$ cat config.mk
export PLATFORM = sky130hd
export DESIGN_NAME = switch_debounce_ctrl
export DESIGN_NICKNAME = d
export VERILOG_FILES = /design/src/rtl/switch_debounce_ctrl_pkg.sv /design/src/rtl/switch_debounce_ctrl_debounce_timer.sv /design/src/rtl/switch_debounce_ctrl.sv
export SDC_FILE = /design/constraint.sdc
export NUM_CORES = 1
export LEC_CHECK = 0
export CELL_PAD_IN_SITES_DETAIL_PLACEMENT = 0
export CELL_PAD_IN_SITES_GLOBAL_PLACEMENT = 1
export CORE_MARGIN = 2
export CORE_UTILIZATION = 43
export CTS_CLUSTER_DIAMETER = 80
export CTS_CLUSTER_SIZE = 10
export DETAILED_ROUTE_END_ITERATION = 12
export PLACE_DENSITY = 0.78
export SYNTH_ARGS = -nofsm -noshare
export SYNTH_HDL_FRONTEND = slang
export SYNTH_SLANG_ARGS = --single-unit
$ cat constraint.sdc
create_clock -name clk -period 2.1 [get_ports clk]
set_clock_uncertainty 0.1 [all_clocks]
set_input_delay 0.315 -clock clk [delete_from_list [all_inputs] [get_ports clk]]
set_output_delay 0.315 -clock clk [all_outputs]
set_load 0.02 [all_outputs]
$ cat src/rtl/switch_debounce_ctrl_pkg.sv
// Shared types and defaults for the switch debounce controller.
// The state enum is used by the controller FSM; the default window length is used by both modules.
package switch_debounce_ctrl_pkg;

   typedef enum logic [1:0] {
      STABLE  = 2'd0,
      COUNT   = 2'd1,
      PRESENT = 2'd2
   } state_t;

   localparam int DEFAULT_STABLE_CYCLES = 4;

endpackage

$ cat src/rtl/switch_debounce_ctrl_debounce_timer.sv
// Stability window counter: clear restarts the window, enable advances it.
// tc flags the last sample of the window.
module debounce_timer
   import switch_debounce_ctrl_pkg::*;
#(
   parameter int STABLE_CYCLES = DEFAULT_STABLE_CYCLES
) (
   input  logic clk,
   input  logic reset,
   input  logic clr,
   input  logic en,
   output logic tc
);

   localparam int CNT_W = (STABLE_CYCLES > 1) ? $clog2(STABLE_CYCLES) : 1;
   localparam logic [CNT_W-1:0] CNT_LAST = CNT_W'(STABLE_CYCLES - 1);

   logic [CNT_W-1:0] cnt_q;
   logic [CNT_W-1:0] cnt_d;

   always_comb begin
      cnt_d = cnt_q;
      if (clr) begin
         cnt_d = '0;
      end else if (en) begin
         cnt_d = cnt_q + CNT_W'(1);
      end
   end

   always_ff @(posedge clk or posedge reset) begin
      if (reset) begin
         cnt_q <= '0;
      end else begin
         cnt_q <= cnt_d;
      end
   end

   assign tc = (cnt_q == CNT_LAST);

endmodule

$ cat src/rtl/switch_debounce_ctrl.sv
// Debounces a pre-synchronized switch bus and offers each new settled value
// downstream through a valid/ready handshake, counting completed handshakes.
module switch_debounce_ctrl
   import switch_debounce_ctrl_pkg::*;
#(
   parameter int WIDTH         = 16,
   parameter int STABLE_CYCLES = DEFAULT_STABLE_CYCLES
) (
   input  logic             clk,
   input  logic             reset,
   input  logic [WIDTH-1:0] sync_in,
   input  logic             out_ready,
   output logic             out_valid,
   output logic [WIDTH-1:0] out_data,
   output logic             busy,
   output logic [7:0]       event_count
);

   state_t           state_q, state_d;
   logic [WIDTH-1:0] committed_q, committed_d;
   logic [WIDTH-1:0] cand_q, cand_d;
   logic [WIDTH-1:0] out_data_q, out_data_d;
   logic             out_valid_q, out_valid_d;
   logic [7:0]       event_count_q, event_count_d;
   logic             tmr_clr;
   logic             tmr_en;
   logic             tmr_tc;

   debounce_timer #(
      .STABLE_CYCLES(STABLE_CYCLES)
   ) u_timer (
      .clk  (clk),
      .reset(reset),
      .clr  (tmr_clr),
      .en   (tmr_en),
      .tc   (tmr_tc)
   );

   always_comb begin
      state_d       = state_q;
      committed_d   = committed_q;
      cand_d        = cand_q;
      out_data_d    = out_data_q;
      out_valid_d   = out_valid_q;
      event_count_d = event_count_q;
      tmr_clr       = 1'b0;
      tmr_en        = 1'b0;

      case (state_q)
         STABLE: begin
            if (sync_in != committed_q) begin
               cand_d  = sync_in;
               tmr_clr = 1'b1;
               state_d = COUNT;
            end
         end
         COUNT: begin
            // Any bounce restarts the window on the new candidate.
            if (sync_in != cand_q) begin
               cand_d  = sync_in;
               tmr_clr = 1'b1;
            end else if (!tmr_tc) begin
               tmr_en = 1'b1;
            end else if (cand_q == committed_q) begin
               state_d = STABLE;
            end else begin
               out_data_d  = cand_q;
               out_valid_d = 1'b1;
               state_d     = PRESENT;
            end
         end
         PRESENT: begin
            // sync_in is deliberately ignored here; STABLE picks up any change afterwards.
            if (out_ready) begin
               committed_d   = out_data_q;
               out_valid_d   = 1'b0;
               event_count_d = event_count_q + 8'd1;
               state_d       = STABLE;
            end
         end
         default: begin
            state_d = STABLE;
         end
      endcase
   end

   always_ff @(posedge clk or posedge reset) begin
      if (reset) begin
         state_q       <= STABLE;
         committed_q   <= '0;
         cand_q        <= '0;
         out_data_q    <= '0;
         out_valid_q   <= 1'b0;
         event_count_q <= 8'd0;
      end else begin
         state_q       <= state_d;
         committed_q   <= committed_d;
         cand_q        <= cand_d;
         out_data_q    <= out_data_d;
         out_valid_q   <= out_valid_d;
         event_count_q <= event_count_d;
      end
   end

   assign out_valid   = out_valid_q;
   assign out_data    = out_data_q;
   assign event_count = event_count_q;
   assign busy        = (state_q != STABLE);

endmodule

==> results.py <==
metrics = {
    "logic_synthesis": {
        "avgSynthCellArea_um2": 11.6,
        "synth_cell_types": 25,
        "syn_area_um2": 2920,
        "synth_top_cells_by_area": "dfrtp_1 52%, xor2_1 12%, mux2_2 9.2%",
        "synth_warnings": 0,
        "synth_top_area_frac": 0.522,
        "synth_seq_area_share": 0.522,
        "synth_top_area_cell": "dfrtp_1",
        "syn-num-nets": 273,
        "synth_seq_cells": 61,
        "postSynthCellCount": 252,
    },
    "power": {
        "p_sw_uw": 607,
        "seq_power_share": 0.461,
        "pwr_density_cell_nw_per_um2": 684,
        "ir_worst_vdd_mv": 0.417,
        "power_frac_clock": 0.444,
        "static-leakage-power_nw": 1.92,
        "netSwitchingFraction": 0.227,
        "combPwrFrac": 0.095,
        "p_int_mw": 2.07,
    },
    "status": {
        "status": "complete, but fails checks",
        "violations": "negative setup slack",
    },
    "place": {
        "pre_cts_ws_ns": -0.455,
        "port_buffers": 44,
        "place.gp.congestion": 0.819,
        "dp_hpwl_um": 4440,
    },
    "timing": {
        "slew_violations": 0,
        "finalSetupViolations": 8,
        "period_share": 1.01,
        "post-route-min-period_ns": 2.12,
        "setup_ws_ns": -0.0168,
        "tightest_slew_ns": 0.445,
        "rsz0062_at_grt": "yes",
        "fmax_ghz": 0.472,
        "slew_headroom": 0.703,
        "final_hold_viol_count": 0,
    },
    "global_routing": {
        "grt_pass1_wl_um": 10300,
        "grt_max_degree": 62,
        "grt_pass1_vias": 2128,
        "grt_antenna_before_repair": 0,
        "grt_overflow": 0,
        "grtUsageTotal": 0.185,
    },
    "routing": {
        "wl_met2_um": 3030,
        "dr.pass1.iters": 4,
        "wl_met1_um": 2880,
        "wire_per_inst_um": 15.1,
        "final_antenna_net_count": 0,
        "drtIter0Drc": 87,
        "post-route-drc-count": 0,
        "wl_met3_um": 201,
        "top_layer_used": "met4",
        "post_drt_via_cell_ratio": 4.95,
        "via_count": 2060,
        "wl_um": 6270,
    },
    "clock_tree": {
        "cts_tree": "built",
        "htree_levels": 3,
        "clockBufferDepth": 2,
        "clk_latency_ns": 0.34,
        "cts_hold_buf": 0,
        "numCtsBuffers": 9,
        "cts_sinks": 61,
        "cts_root_buf": "clkbuf_8",
        "clkTransAtPathRegs_ns": 0.06,
    },
    "layout": {
        "layout.nets": 352,
        "drive_gt1_frac": 0.253,
        "antenna_cells": 0,
        "utilization": 0.586,
        "syn_to_final_growth_pct": 34.0,
    },
    "setup_path": {
        "arrival_ns": 2.24,
        "reg2reg_slack_ns": -0.02,
        "reg2regPathDepth": 7,
        "required_ns": 2.22,
        "path_max_fanout": 5,
        "reg2reg_from": "cand_q[13]",
        "cp-endpoint": "out_data[0]",
        "endpoint_kind": "flip-flop",
        "r2r_end": "out_data[0]",
        "cp-startpoint": "cand_q[13]",
        "worst_setup_path_start_kind": "flip-flop",
        "worstSetupPathType": "reg2reg",
    },
    "min_path": {
        "hold_path.class": "in2async",
    },
    "floorplanning": {
        "die_w_um": 86.4,
        "core_area_um2": 6680,
        "die_h_um": 86.4,
        "num_rows": 30,
        "ios": 45,
        "start_util": 0.437,
        "die_area_um2": 7470,
    },
    "run": {
        "maxCapViolations": 0,
    },
}
-- placed cells by master (no fill, tap or decap), types with 3 or more instances in the layout --
master / netlist / final
nor2_1: 3 / 3
inv_1: 4 / 3
clkdlybuf4s50_1: 0 / 43
buf_4: 0 / 25
clkbuf_8: 0 / 11
xor2_1: 41 / 41
nor4_1: 9 / 8
nand2_1: 58 / 58
dfrtp_1: 61 / 61
mux2_4: 8 / 8
nand4_1: 7 / 7
xnor2_1: 14 / 14
buf_6: 2 / 3
mux2_2: 24 / 24
-- state kept, by name, summed over array words and instances (netlist names) --
signal and cells:
cand_q 16, event_count 8, out_data 16, state_q 2, out_valid 1, committed_q 16, u_timer.cnt_q 2
-- final cells by class --
class | instances | area, um2
clock buffer | 12 | 155
timing repair buffer | 74 | 701
multi-input combinational | 181 | 1350
tap | 80 | 100
clock inverter | 4 | 70.1
fill | 595 | 2760
inverter | 4 | 15.0
sequential | 61 | 1530
-- stage by stage --
| stage | hold WS [ns] | area (um2) | std cells | TNS (ns) | power (mW) |
|---|---|---|---|---|---|
| floorplan | 0.323 | 2920 | 252 | 0 | 1.38 |
| global placement | 0.356 | 3670 | 399 | -11.56 | 1.51 |
| detailed placement | 0.357 | 3670 | 399 | -13.50 | 1.51 |
| CTS | 0.264 | 3910 | 416 | -0.0777 | 2.70 |
| global route | 0.305 | 3920 | 416 | -1.67 | 2.78 |
| finish | 0.250 | 3920 | 416 | -0.0893 | 2.68 |
-- Yosys cell counts --
master and instances:
dfrtp_1 61, nand2_1 58, xor2_1 41, mux2_2 24, xnor2_1 14, nor4_1 9, mux2_4 8, nand4_1 7
inv_1 4, clkbuf_1 3, nor2_1 3, buf_6 2, ha_1 2, nand3_1 2, o21ai_0 2, o31ai_1 2
or2_2 2, a31o_2 1, and3_1 1, buf_1 1, nand2_2 1, nand2b_1 1, nand4b_4 1, nor2b_1 1
nor4_2 1
-- kinds of logic (layout without fill, tap and decap cells) --
logic type	after synthesis	after routing	synth area share
xor+xnor	55	55	0.165
flops	61	61	0.522
compound gates	5	5	0.0116
fa+ha+maj	2	2	0.00856
mux	32	32	0.134
simple gates	87	87	0.141
buf+inv	10	94	0.0180
-- how the worst min path moves through the flow --
| stage | cells past startpoint | end | startpoint |
|---|---|---|---|
| 6_report | 3 | out_data[12] | reset |
| 5_1_grt | 3 | out_data[4] | reset |
| 4_1_cts | 3 | committed_q[11] | reset |
| 3_5_place_dp | 1 | event_count[7] | event_count[7] |
| 3_3_place_gp | 1 | event_count[7] | event_count[7] |
| 2_1_floorplan | 1 | state_q[1] | out_ready |
-- layer usage --
layer,GRT usage,vias up
met3,0.0352,14
met5,0,-
met1,0.241,999
met2,0.299,44
met4,0.0881,0
li1,-,1003
-- what timing repair did --
| item | in CTS | in global routing |
|---|---|---|
| buffers inserted | 1 | 0 |
| pin swaps | 1 | 1 |
| gates resized for setup | 2 | 3 |
| setup endpoints to repair | 20 | 30 |
| endpoints found under the hold margin | 0 | 0 |
-- power by group through the flow --
stage	Combinational, mW	Clock [mW]	Sequential, mW
4_1_cts	0.259	1.21	1.23
5_1_grt	0.280	1.26	1.24
3_5_place_dp	0.253	0	1.26
6_report	0.255	1.19	1.23
2_1_floorplan	0.122	0	1.25
3_3_place_gp	0.251	0	1.26
-- worst max-delay path, cell delays in order (launching register included) --
cell      delay (ns)
dfrtp_1         0.40
xor2_1          0.18
nor4_2          0.33
buf_4           0.16
nand4_1         0.13
nand4b_4        0.23
buf_4           0.19
mux2_4          0.29
(Power assumes the default switching activity.)
